===== src/rtl/pipeline_types.sv =====
// Pipeline-internal control types.
package pipeline_types;

  typedef enum logic [1:0] {
    ST_IDLE,
    ST_CALC,
    ST_FIX,
    ST_DONE
  } muldiv_state_t;

  // radix-2 iterations needed for a 32-bit multiply or divide
  localparam int MULDIV_STEPS = 32;

endpackage


===== src/rtl/rv32i_types.sv =====
// RV32I/M instruction-level types shared across the pipeline.
package rv32i_types;

  // funct3 encoding of the M-extension instructions
  typedef enum logic [2:0] {
    OP_MUL    = 3'b000,
    OP_MULH   = 3'b001,
    OP_MULHSU = 3'b010,
    OP_MULHU  = 3'b011,
    OP_DIV    = 3'b100,
    OP_DIVU   = 3'b101,
    OP_REM    = 3'b110,
    OP_REMU   = 3'b111
  } muldiv_op_t;

endpackage


===== src/rtl/muldiv_datapath.sv =====
// Unsigned iterative core: shift-add multiply and restoring divide on
// operand magnitudes. The accumulator low half doubles as multiplier
// shift register (multiply) or dividend/quotient shift register (divide).
module muldiv_datapath #(
  parameter int WIDTH = 32
) (
  input  logic               clk,
  input  logic               rst_n,
  input  logic               load,
  input  logic               step,
  input  logic               is_div,
  input  logic [WIDTH-1:0]   mag_a,
  input  logic [WIDTH-1:0]   mag_b,
  output logic [2*WIDTH-1:0] product,
  output logic [WIDTH-1:0]   quotient,
  output logic [WIDTH-1:0]   remainder
);

  // multiplicand (multiply) or divisor (divide) magnitude
  logic [WIDTH-1:0]   opnd;
  logic [2*WIDTH-1:0] acc;
  logic [WIDTH:0]     prem;
  logic               div_mode;

  logic [WIDTH:0]     mul_sum;
  logic [WIDTH:0]     rem_sh;
  logic [WIDTH:0]     rem_diff;
  logic               rem_ge;

  // next-step arithmetic for both algorithms
  always_comb begin
    mul_sum  = {1'b0, acc[2*WIDTH-1:WIDTH]} + (acc[0] ? {1'b0, opnd} : '0);
    rem_sh   = {prem[WIDTH-1:0], acc[WIDTH-1]};
    rem_ge   = (rem_sh >= {1'b0, opnd});
    rem_diff = rem_sh - {1'b0, opnd};
  end

  // load magnitudes on accept, then advance one radix-2 step per cycle
  always_ff @(posedge clk or negedge rst_n) begin
    if (!rst_n) begin
      opnd     <= '0;
      acc      <= '0;
      prem     <= '0;
      div_mode <= 1'b0;
    end else if (load) begin
      opnd     <= is_div ? mag_b : mag_a;
      acc      <= {{WIDTH{1'b0}}, (is_div ? mag_a : mag_b)};
      prem     <= '0;
      div_mode <= is_div;
    end else if (step) begin
      if (div_mode) begin
        prem            <= rem_ge ? rem_diff : rem_sh;
        acc[WIDTH-1:0]  <= {acc[WIDTH-2:0], rem_ge};
      end else begin
        acc <= {mul_sum, acc[WIDTH-1:1]};
      end
    end
  end

  assign product   = acc;
  assign quotient  = acc[WIDTH-1:0];
  assign remainder = prem[WIDTH-1:0];

endmodule


===== src/rtl/muldiv_unit.sv =====
// RV32M multiply/divide unit for the execute stage. Holds the pipeline via
// stall while iterating; divide-by-zero and signed overflow bypass the
// iteration and resolve directly in FIX.
module muldiv_unit
  import rv32i_types::*;
  import pipeline_types::*;
#(
  parameter int WIDTH = 32
) (
  input  logic             clk,
  input  logic             rst_n,
  input  logic             start,
  input  muldiv_op_t       op,
  input  logic [WIDTH-1:0] a,
  input  logic [WIDTH-1:0] b,
  input  logic             flush,
  output logic             stall,
  output logic             done,
  output logic [WIDTH-1:0] result
);

  muldiv_state_t    state;
  logic [4:0]       count;
  muldiv_op_t       op_q;
  logic             neg_a_q;
  logic             neg_b_q;
  logic             special_q;
  logic [WIDTH-1:0] special_val_q;

  logic             a_signed, b_signed;
  logic             neg_a, neg_b;
  logic [WIDTH-1:0] mag_a, mag_b;
  logic             div_zero, div_ovf;
  logic [WIDTH-1:0] special_val;
  logic             load, step;

  logic [2*WIDTH-1:0] product;
  logic [WIDTH-1:0]   quotient, remainder;
  logic [2*WIDTH-1:0] prod_s;
  logic [WIDTH-1:0]   quot_s, rem_s;
  logic [WIDTH-1:0]   fix_val;

  // operand signedness, magnitudes and special-case detection in IDLE
  always_comb begin
    a_signed = (op == OP_MUL) || (op == OP_MULH) || (op == OP_MULHSU) ||
               (op == OP_DIV) || (op == OP_REM);
    b_signed = (op == OP_MUL) || (op == OP_MULH) ||
               (op == OP_DIV) || (op == OP_REM);
    neg_a    = a_signed && a[WIDTH-1];
    neg_b    = b_signed && b[WIDTH-1];
    mag_a    = neg_a ? -a : a;
    mag_b    = neg_b ? -b : b;
    div_zero = op[2] && (b == '0);
    div_ovf  = ((op == OP_DIV) || (op == OP_REM)) &&
               (a == {1'b1, {(WIDTH-1){1'b0}}}) && (b == {WIDTH{1'b1}});
    // op[1] distinguishes REM/REMU from DIV/DIVU
    if (div_zero)
      special_val = op[1] ? a : {WIDTH{1'b1}};
    else
      special_val = op[1] ? '0 : {1'b1, {(WIDTH-1){1'b0}}};
  end

  assign load  = (state == ST_IDLE) && start && !flush;
  assign step  = (state == ST_CALC) && !flush;
  assign stall = start && (state != ST_DONE) && !flush;

  muldiv_datapath #(.WIDTH(WIDTH)) u_datapath (
    .clk       (clk),
    .rst_n     (rst_n),
    .load      (load),
    .step      (step),
    .is_div    (op[2]),
    .mag_a     (mag_a),
    .mag_b     (mag_b),
    .product   (product),
    .quotient  (quotient),
    .remainder (remainder)
  );

  // sign correction and half/quotient/remainder selection for FIX
  always_comb begin
    prod_s  = (neg_a_q ^ neg_b_q) ? -product : product;
    quot_s  = (neg_a_q ^ neg_b_q) ? -quotient : quotient;
    rem_s   = neg_a_q ? -remainder : remainder;
    fix_val = '0;
    case (op_q)
      OP_MUL:                        fix_val = prod_s[WIDTH-1:0];
      OP_MULH, OP_MULHSU, OP_MULHU:  fix_val = prod_s[2*WIDTH-1:WIDTH];
      OP_DIV, OP_DIVU:               fix_val = quot_s;
      OP_REM, OP_REMU:               fix_val = rem_s;
      default:                       fix_val = '0;
    endcase
  end

  // control FSM with registered done/result
  always_ff @(posedge clk or negedge rst_n) begin
    if (!rst_n) begin
      state         <= ST_IDLE;
      count         <= '0;
      op_q          <= OP_MUL;
      neg_a_q       <= 1'b0;
      neg_b_q       <= 1'b0;
      special_q     <= 1'b0;
      special_val_q <= '0;
      done          <= 1'b0;
      result        <= '0;
    end else begin
      done <= 1'b0;
      if (flush) begin
        state <= ST_IDLE;
        count <= '0;
      end else begin
        case (state)
          ST_IDLE: begin
            if (start) begin
              op_q          <= op;
              neg_a_q       <= neg_a;
              neg_b_q       <= neg_b;
              special_q     <= div_zero || div_ovf;
              special_val_q <= special_val;
              count         <= '0;
              state         <= (div_zero || div_ovf) ? ST_FIX : ST_CALC;
            end
          end
          ST_CALC: begin
            count <= count + 5'd1;
            if (count == 5'(MULDIV_STEPS - 1))
              state <= ST_FIX;
          end
          ST_FIX: begin
            result <= special_q ? special_val_q : fix_val;
            done   <= 1'b1;
            state  <= ST_DONE;
          end
          ST_DONE: begin
            state <= ST_IDLE;
          end
          default: state <= ST_IDLE;
        endcase
      end
    end
  end

endmodule


===== config.mk =====
export PLATFORM = sky130hd
export DESIGN_NAME = muldiv_unit
export DESIGN_NICKNAME = d
export VERILOG_FILES = /design/src/rtl/pipeline_types.sv /design/src/rtl/rv32i_types.sv /design/src/rtl/muldiv_datapath.sv /design/src/rtl/muldiv_unit.sv
export SDC_FILE = /design/constraint.sdc
export NUM_CORES = 1
export LEC_CHECK = 0
export ABC_AREA = 1
export BUFFER_PORTS_ARGS = -buffer_cell sky130_fd_sc_hd__buf_2
export CORE_ASPECT_RATIO = 1.4
export CORE_MARGIN = 4
export CORE_UTILIZATION = 35
export DETAILED_ROUTE_END_ITERATION = 12
export PLACE_DENSITY_LB_ADDON = 0.15
export SYNTH_ARGS = -nofsm -noshare
export SYNTH_HDL_FRONTEND = slang
export SYNTH_SLANG_ARGS = --single-unit

===== constraint.sdc =====
create_clock -name clk -period 2.5 [get_ports clk]
set_clock_uncertainty 0.15 [all_clocks]
set_input_delay 0.5 -clock clk [delete_from_list [all_inputs] [get_ports clk]]
set_output_delay 0.5 -clock clk [all_outputs]
set_load 0.02 [all_outputs]

* Word-level counts from Yosys, hierarchy flattened
Index checks and enable logic that the tools add are counted.
** Storage, ports and cells
- Register bits after elaboration :: 207
- Input port bits :: 71
- Output and inout port bits :: 34
- Logic and storage cells :: 112
** Cells by class
- $add $sub $neg :: 8
- $lt $le $gt $ge :: 1
- Equal/unequal tests :: 21
- Muxes and demuxes :: 31
- Bitwise logic cells :: 2
- Reductions and logical operators :: 35
** Operators by type and width (number)
- $mux 32 :: 17
- $mux 64 :: 3
- $neg 32->32 :: 4
- $pmux 32 s4 :: 1
- $eq 32x32->1 const B :: 2
- $neg 64->64 :: 1
- $add 32x33->33 :: 1
- $ge 33x32->1 :: 1
- $logic_not 32->1 :: 1
- $sub 32x32->32 :: 1
- $eq 3x3->1 const B :: 6
- $logic_and 1x1->1 :: 10
- $mux 5 :: 2
- $pmux 5 s2 :: 1
- $reduce_and 2->1 :: 5
- $eq 3x2->1 const B :: 3
- $logic_or 1x1->1 :: 8
- $mux 2 :: 4
- $pmux 2 s4 :: 1
- $eq 3x1->1 const B :: 2
- $logic_not 3->1 :: 2
- $add 5x1->5 const B :: 1
- $eq 5x5->1 const B :: 1
- $eq 2x2->1 const B :: 2
- 14 further kinds :: 18

* Depth between registers and ports, before layout
- Word-level depth :: 9
- Depth in mapped cells :: 18

* Hierarchy
A second synthesis with hierarchy kept.
** Second synthesis, totals
- Cells, all modules :: 3608
- Area total of the unflattened synthesis :: 21307.9 um2
** Modules (own cells, without submodules)
- muldiv_datapath :: times used 1, cells an instance 1736, area an instance 11058.1 um2
- muldiv_unit :: times used 1, cells an instance 1872, area an instance 10249.8 um2

* Worst setup path before layout
Ideal clock, no wire load.
- Path kind :: reg2reg
- Start :: register u_datapath.acc[0] (netlist: u_datapath.product[0])
- End :: register u_datapath.acc[59] (netlist: u_datapath.product[59])
- Setup time :: 0.126 ns
- Arrival time :: 2.255 ns
- Data required time :: 2.224 ns
- Setup slack :: -0.032 ns
- Stages on the path, launching flop included :: 18
- Buffers on the path :: 2
- Cells stage by stage :: dfrtp_1 -> buf_2 -> clkbuf_1 -> nand2_1 -> inv_1 -> ha_1 -> fa_1 -> nand2_1 -> o21ai_0 -> nand2_1 -> nand2_1 -> nand2_1 -> nand2_1 -> nand3_1 -> nand2_1 -> nand2_1 -> nand2_1 -> o21ai_0
** On the way
- Cells in the longest elaborated chain, start to end :: 5
** RTL lines
- start, declared :: RTL line muldiv_datapath.sv:21 : logic [2*WIDTH-1:0] acc;
- start signal, assigned :: RTL line muldiv_datapath.sv:47 : acc <= {{WIDTH{1'b0}}, (is_div ? mag_a : mag_b)};
- start signal, assigned by index :: RTL line muldiv_datapath.sv:53 : acc[WIDTH-1:0] <= {acc[WIDTH-2:0], rem_ge};
- start signal, assigned :: RTL line muldiv_datapath.sv:55 : acc <= {mul_sum, acc[WIDTH-1:1]};
- $mux 32 :: RTL line muldiv_datapath.sv:32 : mul_sum = {1'b0, acc[2*WIDTH-1:WIDTH]} + (acc[0] ? {1'b0, opnd} : '0);
- $add 32x33->33 :: RTL line muldiv_datapath.sv:32
- $mux 32 :: RTL line muldiv_datapath.sv:51 : if (div_mode) begin
- $mux 64 :: RTL line muldiv_datapath.sv:50 : end else if (step) begin
- $mux 64 :: RTL line muldiv_datapath.sv:45 : end else if (load) begin
Every way passes these cells. The select of a mux whose other input is x is not followed.
A chain may end at the register's enable or synchronous reset.

* Worst setup path in the final report
- Start :: register op_q[0]
- End :: register result[0]
** On the way
- Cells in the longest elaborated chain, start to end :: 4
- Elaborated cells between the ends (all ways) :: 13
- Those cells by class :: eq/ne (7); mux (2); reduce/logical (4)
** RTL lines
- start, declared :: RTL line muldiv_unit.sv:24 : muldiv_op_t op_q;
- start signal, assigned :: RTL line muldiv_unit.sv:116 : op_q <= op;
- $eq 3x1->1, or another cell as far along :: RTL line muldiv_unit.sv:86 : case (op_q)
- $reduce_or 3->1 or $reduce_or 2->1 (tied branches) :: RTL line muldiv_unit.sv:86
- $pmux 32 s4 (*) :: RTL line muldiv_unit.sv:86
- $mux 32 (*) :: RTL line muldiv_unit.sv:131 : result <= special_q ? special_val_q : fix_val;
- end signal, assigned :: RTL line muldiv_unit.sv:131
- end, declared :: RTL line muldiv_unit.sv:19 : output logic [WIDTH-1:0] result
Mark *: on every way between the ends. The rest lies on a longest branch, timed or not.

==> metrics.txt <==
# TYPE chip_impl_metric gauge
chip_impl_metric{name="first_global_vias",unit=""} 23400
chip_impl_metric{name="max_cap_violations",unit=""} 0
chip_impl_metric{name="numCtsBuffers",unit=""} 26
chip_impl_metric{name="detail_route.drc_violations",unit=""} 0
chip_impl_metric{name="die_area",unit="um^2"} 60500
chip_impl_metric{name="grt_usage",unit="%"} 30.4
chip_impl_metric{name="p_leak",unit="nW"} 13.7
chip_impl_info{name="end_kind",value="flip-flop"} 1
chip_impl_metric{name="post_synth.cell_area_avg",unit="um^2"} 5.90
chip_impl_info{name="cpMaxStageDelayCell",value="o21ai_0"} 1
chip_impl_info{name="root_buffer",value="clkbuf_16"} 1
chip_impl_metric{name="finalHoldViolations",unit=""} 0
chip_impl_metric{name="htreeDepth",unit=""} 1
chip_impl_metric{name="synth-seq-cells",unit=""} 207
chip_impl_info{name="start_kind",value="flip-flop"} 1
chip_impl_metric{name="fin_nets",unit=""} 3980
chip_impl_metric{name="mappedNetlistArea",unit="um^2"} 19800
chip_impl_metric{name="num_io_pins",unit=""} 105
chip_impl_info{name="critical_path.top_delay_family",value="compound AO/OA/AOI/OAI gates"} 1
chip_impl_metric{name="final.fill_count",unit=""} 5996
chip_impl_info{name="crit_path_cell_trace",value="o21ai_0 -> buf_4 -> inv_1 -> buf_12 -> nand3_1 -> nand3_1 -> o21ai_0 -> nand2_1"} 1
chip_impl_metric{name="yosysWarningCount",unit=""} 0
chip_impl_metric{name="dieHeight",unit="um"} 289
chip_impl_info{name="synth_top_cells_by_area",value="dfrtp_1 26%, nand2_1 21%, nand3_1 8.9%"} 1
chip_impl_metric{name="firstDrtPassIters",unit=""} 5
chip_impl_metric{name="detailed_place.area",unit="um^2"} 24300
chip_impl_metric{name="n_antenna_cell",unit=""} 0
chip_impl_metric{name="drt_iter0_markers",unit=""} 2074
chip_impl_info{name="run_status",value="complete, no violations"} 1
chip_impl_metric{name="antenna_violations_before_repair",unit=""} 0
chip_impl_metric{name="detail_route.vias_per_cell",unit=""} 5.30
chip_impl_metric{name="route.detailed.wl_per_inst",unit="um"} 21.0
chip_impl_metric{name="max_slew.worst_pin.slew",unit="ns"} 0.705
chip_impl_info{name="clock_tree_from_tritoncts",value="yes"} 1
chip_impl_info{name="min-delay-path-class",value="in2reg"} 1
chip_impl_info{name="most-common-layout-cells",value="1056 x nand2_1, 415 x buf_4, 411 x inv_1, 327 x nor2_1, 322 x nand3_1"} 1
chip_impl_metric{name="synth-edff-count",unit=""} 0
chip_impl_metric{name="post_route_cells_drive_above_1_share",unit="%"} 23.1
chip_impl_metric{name="worst-endpoint-required",unit="ns"} 2.81
chip_impl_metric{name="detail_route.wirelength",unit="mm"} 96.3
chip_impl_metric{name="grt_start_max_net_pins",unit=""} 74
chip_impl_metric{name="place_ws",unit="ns"} -0.229
chip_impl_metric{name="grt_first_pass_wirelength",unit="mm"} 140
chip_impl_metric{name="fmaxAchievable",unit="MHz"} 401
chip_impl_metric{name="core_area",unit="um^2"} 55600
chip_impl_metric{name="max_slew_margin",unit="%"} 52.9
chip_impl_metric{name="cp.buffers_inverters",unit=""} 3
chip_impl_metric{name="port-buffer-count",unit=""} 104
chip_impl_metric{name="path_clk_slew",unit="ns"} 0.07
chip_impl_info{name="timing.setup.critical_path_class",value="reg2reg"} 1
chip_impl_metric{name="setup_viol_count_final",unit=""} 0
chip_impl_metric{name="setup_ws_post_layout",unit="ns"} 0.00345
chip_impl_metric{name="grt_overflow",unit=""} 0
chip_impl_metric{name="post_synthesis_net_count",unit=""} 3505
chip_impl_metric{name="start_util",unit="%"} 35.6
chip_impl_metric{name="fp-row-count",unit=""} 102
chip_impl_metric{name="syn_to_final_growth",unit="%"} 34.9
chip_impl_metric{name="longest_clk_path_bufs",unit=""} 3
chip_impl_metric{name="post-route-min-period",unit="ns"} 2.50
chip_impl_metric{name="ys_async_sr_fraction",unit="%"} 100
chip_impl_metric{name="critical_path_peak_fanout",unit=""} 28
chip_impl_metric{name="unique_masters_post_synth",unit=""} 43
chip_impl_metric{name="post_synth_inst_count",unit=""} 3357
chip_impl_metric{name="irDropWorstVdd",unit="V"} 0.000625
chip_impl_metric{name="placed_cells",unit=""} 4514
chip_impl_metric{name="die_w",unit="um"} 209
chip_impl_metric{name="cts_num_sinks",unit=""} 207
chip_impl_metric{name="clk_latency",unit="ns"} 0.58
chip_impl_metric{name="antenna_left",unit=""} 0
chip_impl_metric{name="final_design_area_no_fill",unit="um^2"} 26700
chip_impl_info{name="grt_setup_unrepaired",value="yes"} 1
chip_impl_metric{name="worst_ep_arrival_time",unit="ns"} 2.80
chip_impl_metric{name="hpwl",unit="mm"} 78.3
chip_impl_info{name="synth.largest_area_cell",value="dfrtp_1"} 1
chip_impl_metric{name="crit_path_max_incr_delay",unit="ns"} 0.53
chip_impl_info{name="yosys_most_used_dff",value="dfrtp_1"} 1
chip_impl_metric{name="finalMaxSlewViolations",unit=""} 0
chip_impl_metric{name="vias",unit=""} 24300
chip_impl_metric{name="power_per_cell_area",unit="nW/um^2"} 1210
chip_impl_metric{name="totalNegativeSetupSlack",unit="ns"} 0
chip_impl_metric{name="final_cycle_share",unit="%"} 99.9
chip_impl_metric{name="gpl.final_weighted_congestion",unit=""} 1.06
chip_impl_info{name="layout.cells.most_common",value="nand2_1"} 1
chip_impl_metric{name="synth-seq-area-share",unit="%"} 26.2
chip_impl_metric{name="synth_largest_type_area_fraction",unit="%"} 26.2
chip_impl_metric{name="finish.cell_count_without_fillers",unit=""} 4580
-- cells by family (layout without fill, tap and decap cells) --
family / Yosys count / in the layout / synth area share [%]
simple gates: 1978 / 1978 / 41.3
buf+inv: 553 / 1048 / 10.8
compound gates: 472 / 472 / 13.7
flops: 207 / 207 / 26.2
fa+ha+maj: 77 / 77 / 4.94
xor+xnor: 70 / 70 / 3.10
-- through the flow --
stage | utilization (%) | total power [W] | hold slack [ns]
global placement | 43.7 | 0.0261 | 0.258
detailed placement | 43.7 | 0.0261 | 0.259
finish | 48.0 | 0.0323 | 0.0826
CTS | 45.7 | 0.0305 | 0.0618
global route | 48.0 | 0.0344 | 0.0974
floorplan | - | 0.0162 | 0.0544
-- synth_stat cells (3+ instances only) --
| library cell | instances |
|---|---|
| dfrtp_1 | 207 |
| o21ai_1 | 7 |
| nand3_1 | 352 |
| nor4_1 | 7 |
| buf_1 | 7 |
| clkbuf_1 | 61 |
| or2_2 | 7 |
| nor2_1 | 379 |
| ha_1 | 75 |
| o21a_1 | 3 |
| nand4_1 | 46 |
| a22oi_1 | 7 |
| nand2_1 | 1122 |
| inv_1 | 437 |
| xor2_1 | 47 |
| a21oi_1 | 134 |
| buf_2 | 32 |
| o21bai_1 | 14 |
| a221oi_1 | 26 |
| buf_4 | 7 |
| xnor2_1 | 23 |
| nor3_1 | 31 |
| o22ai_1 | 40 |
| o211ai_1 | 35 |
| o221ai_1 | 4 |
| and2_1 | 3 |
| inv_2 | 7 |
| o21ai_0 | 188 |
| nand3b_1 | 24 |
| a21o_1 | 5 |
-- where the power goes --
group | switching [W] | internal [W]
Clock | 0.00174 | 0.00237
Sequential | 0.00132 | 0.00444
Combinational | 0.0137 | 0.00870
Total | 0.0168 | 0.0155
-- final timing paths --
path / startpoint / end / slack [ns] / cells past startpoint
worst max-delay path: op_q[0]$_DFFE_PN0P_ / result[0]$_DFFE_PN0P_ / 0.003 / 8
worst min-delay path: op[0] / op_q[0]$_DFFE_PN0P_ / 0.08 / 3
worst max register to register: op_q[0]$_DFFE_PN0P_ / result[0]$_DFFE_PN0P_ / 0.003 / 8
worst min register to register: result[15]$_DFFE_PN0P_ / result[15]$_DFFE_PN0P_ / 0.33 / 2
max in group asynchronous: rst_n / result[24]$_DFFE_PN0P_ / 1.22 / 3
min in group asynchronous: rst_n / u_datapath.prem[15]$_DFFE_PN0P_ / 0.25 / 2
-- metal layers --
metal  up-vias  wire, um  track usage (%)
met1     11300     38000             36.6
met4         0      8660             22.1
met5         -         0                0
met3       273      4830             2.83
li1      11800         -                -
met2       863     44900             50.8
-- flip-flops by register name (all words and copies together) (netlist names) --
name	count
u_datapath.opnd	32
op_q	3
neg_b_q	1
result	32
neg_a_q	1
state	2
u_datapath.product	64
count	5
special_val_q	32
u_datapath.prem	32
u_datapath.div_mode	1
special_q	1
done	1
-- layout make-up --
cell class | count | area [um^2] | share of cell area [%]
Clock buffer | 33 | 717 | 2.68
Clock inverter | 15 | 191 | 0.716
Timing Repair Buffer | 554 | 4280 | 16.0
Sequential cell | 207 | 5180 | 19.4
Multi-Input combinational cell | 2597 | 13800 | 51.5
Tap cell | 728 | 911 | 3.41
Inverter | 446 | 1680 | 6.28
-- tightest hold or removal path, stage by stage --
cell and delay (ns):
buf_2 0.12, inv_1 0.07, o21ai_0 0.08
-- timing repair --
item / 4_1_cts / 5_1_grt
hold endpoints to repair: 29 / 0
resized for setup: 47 / 288
pin swaps: 5 / 55
cloned: 0 / 3
setup endpoints to repair: 53 / 90
setup buffers: 3 / 11
hold buffers: 1 / 0
(Power assumes the default switching activity.)
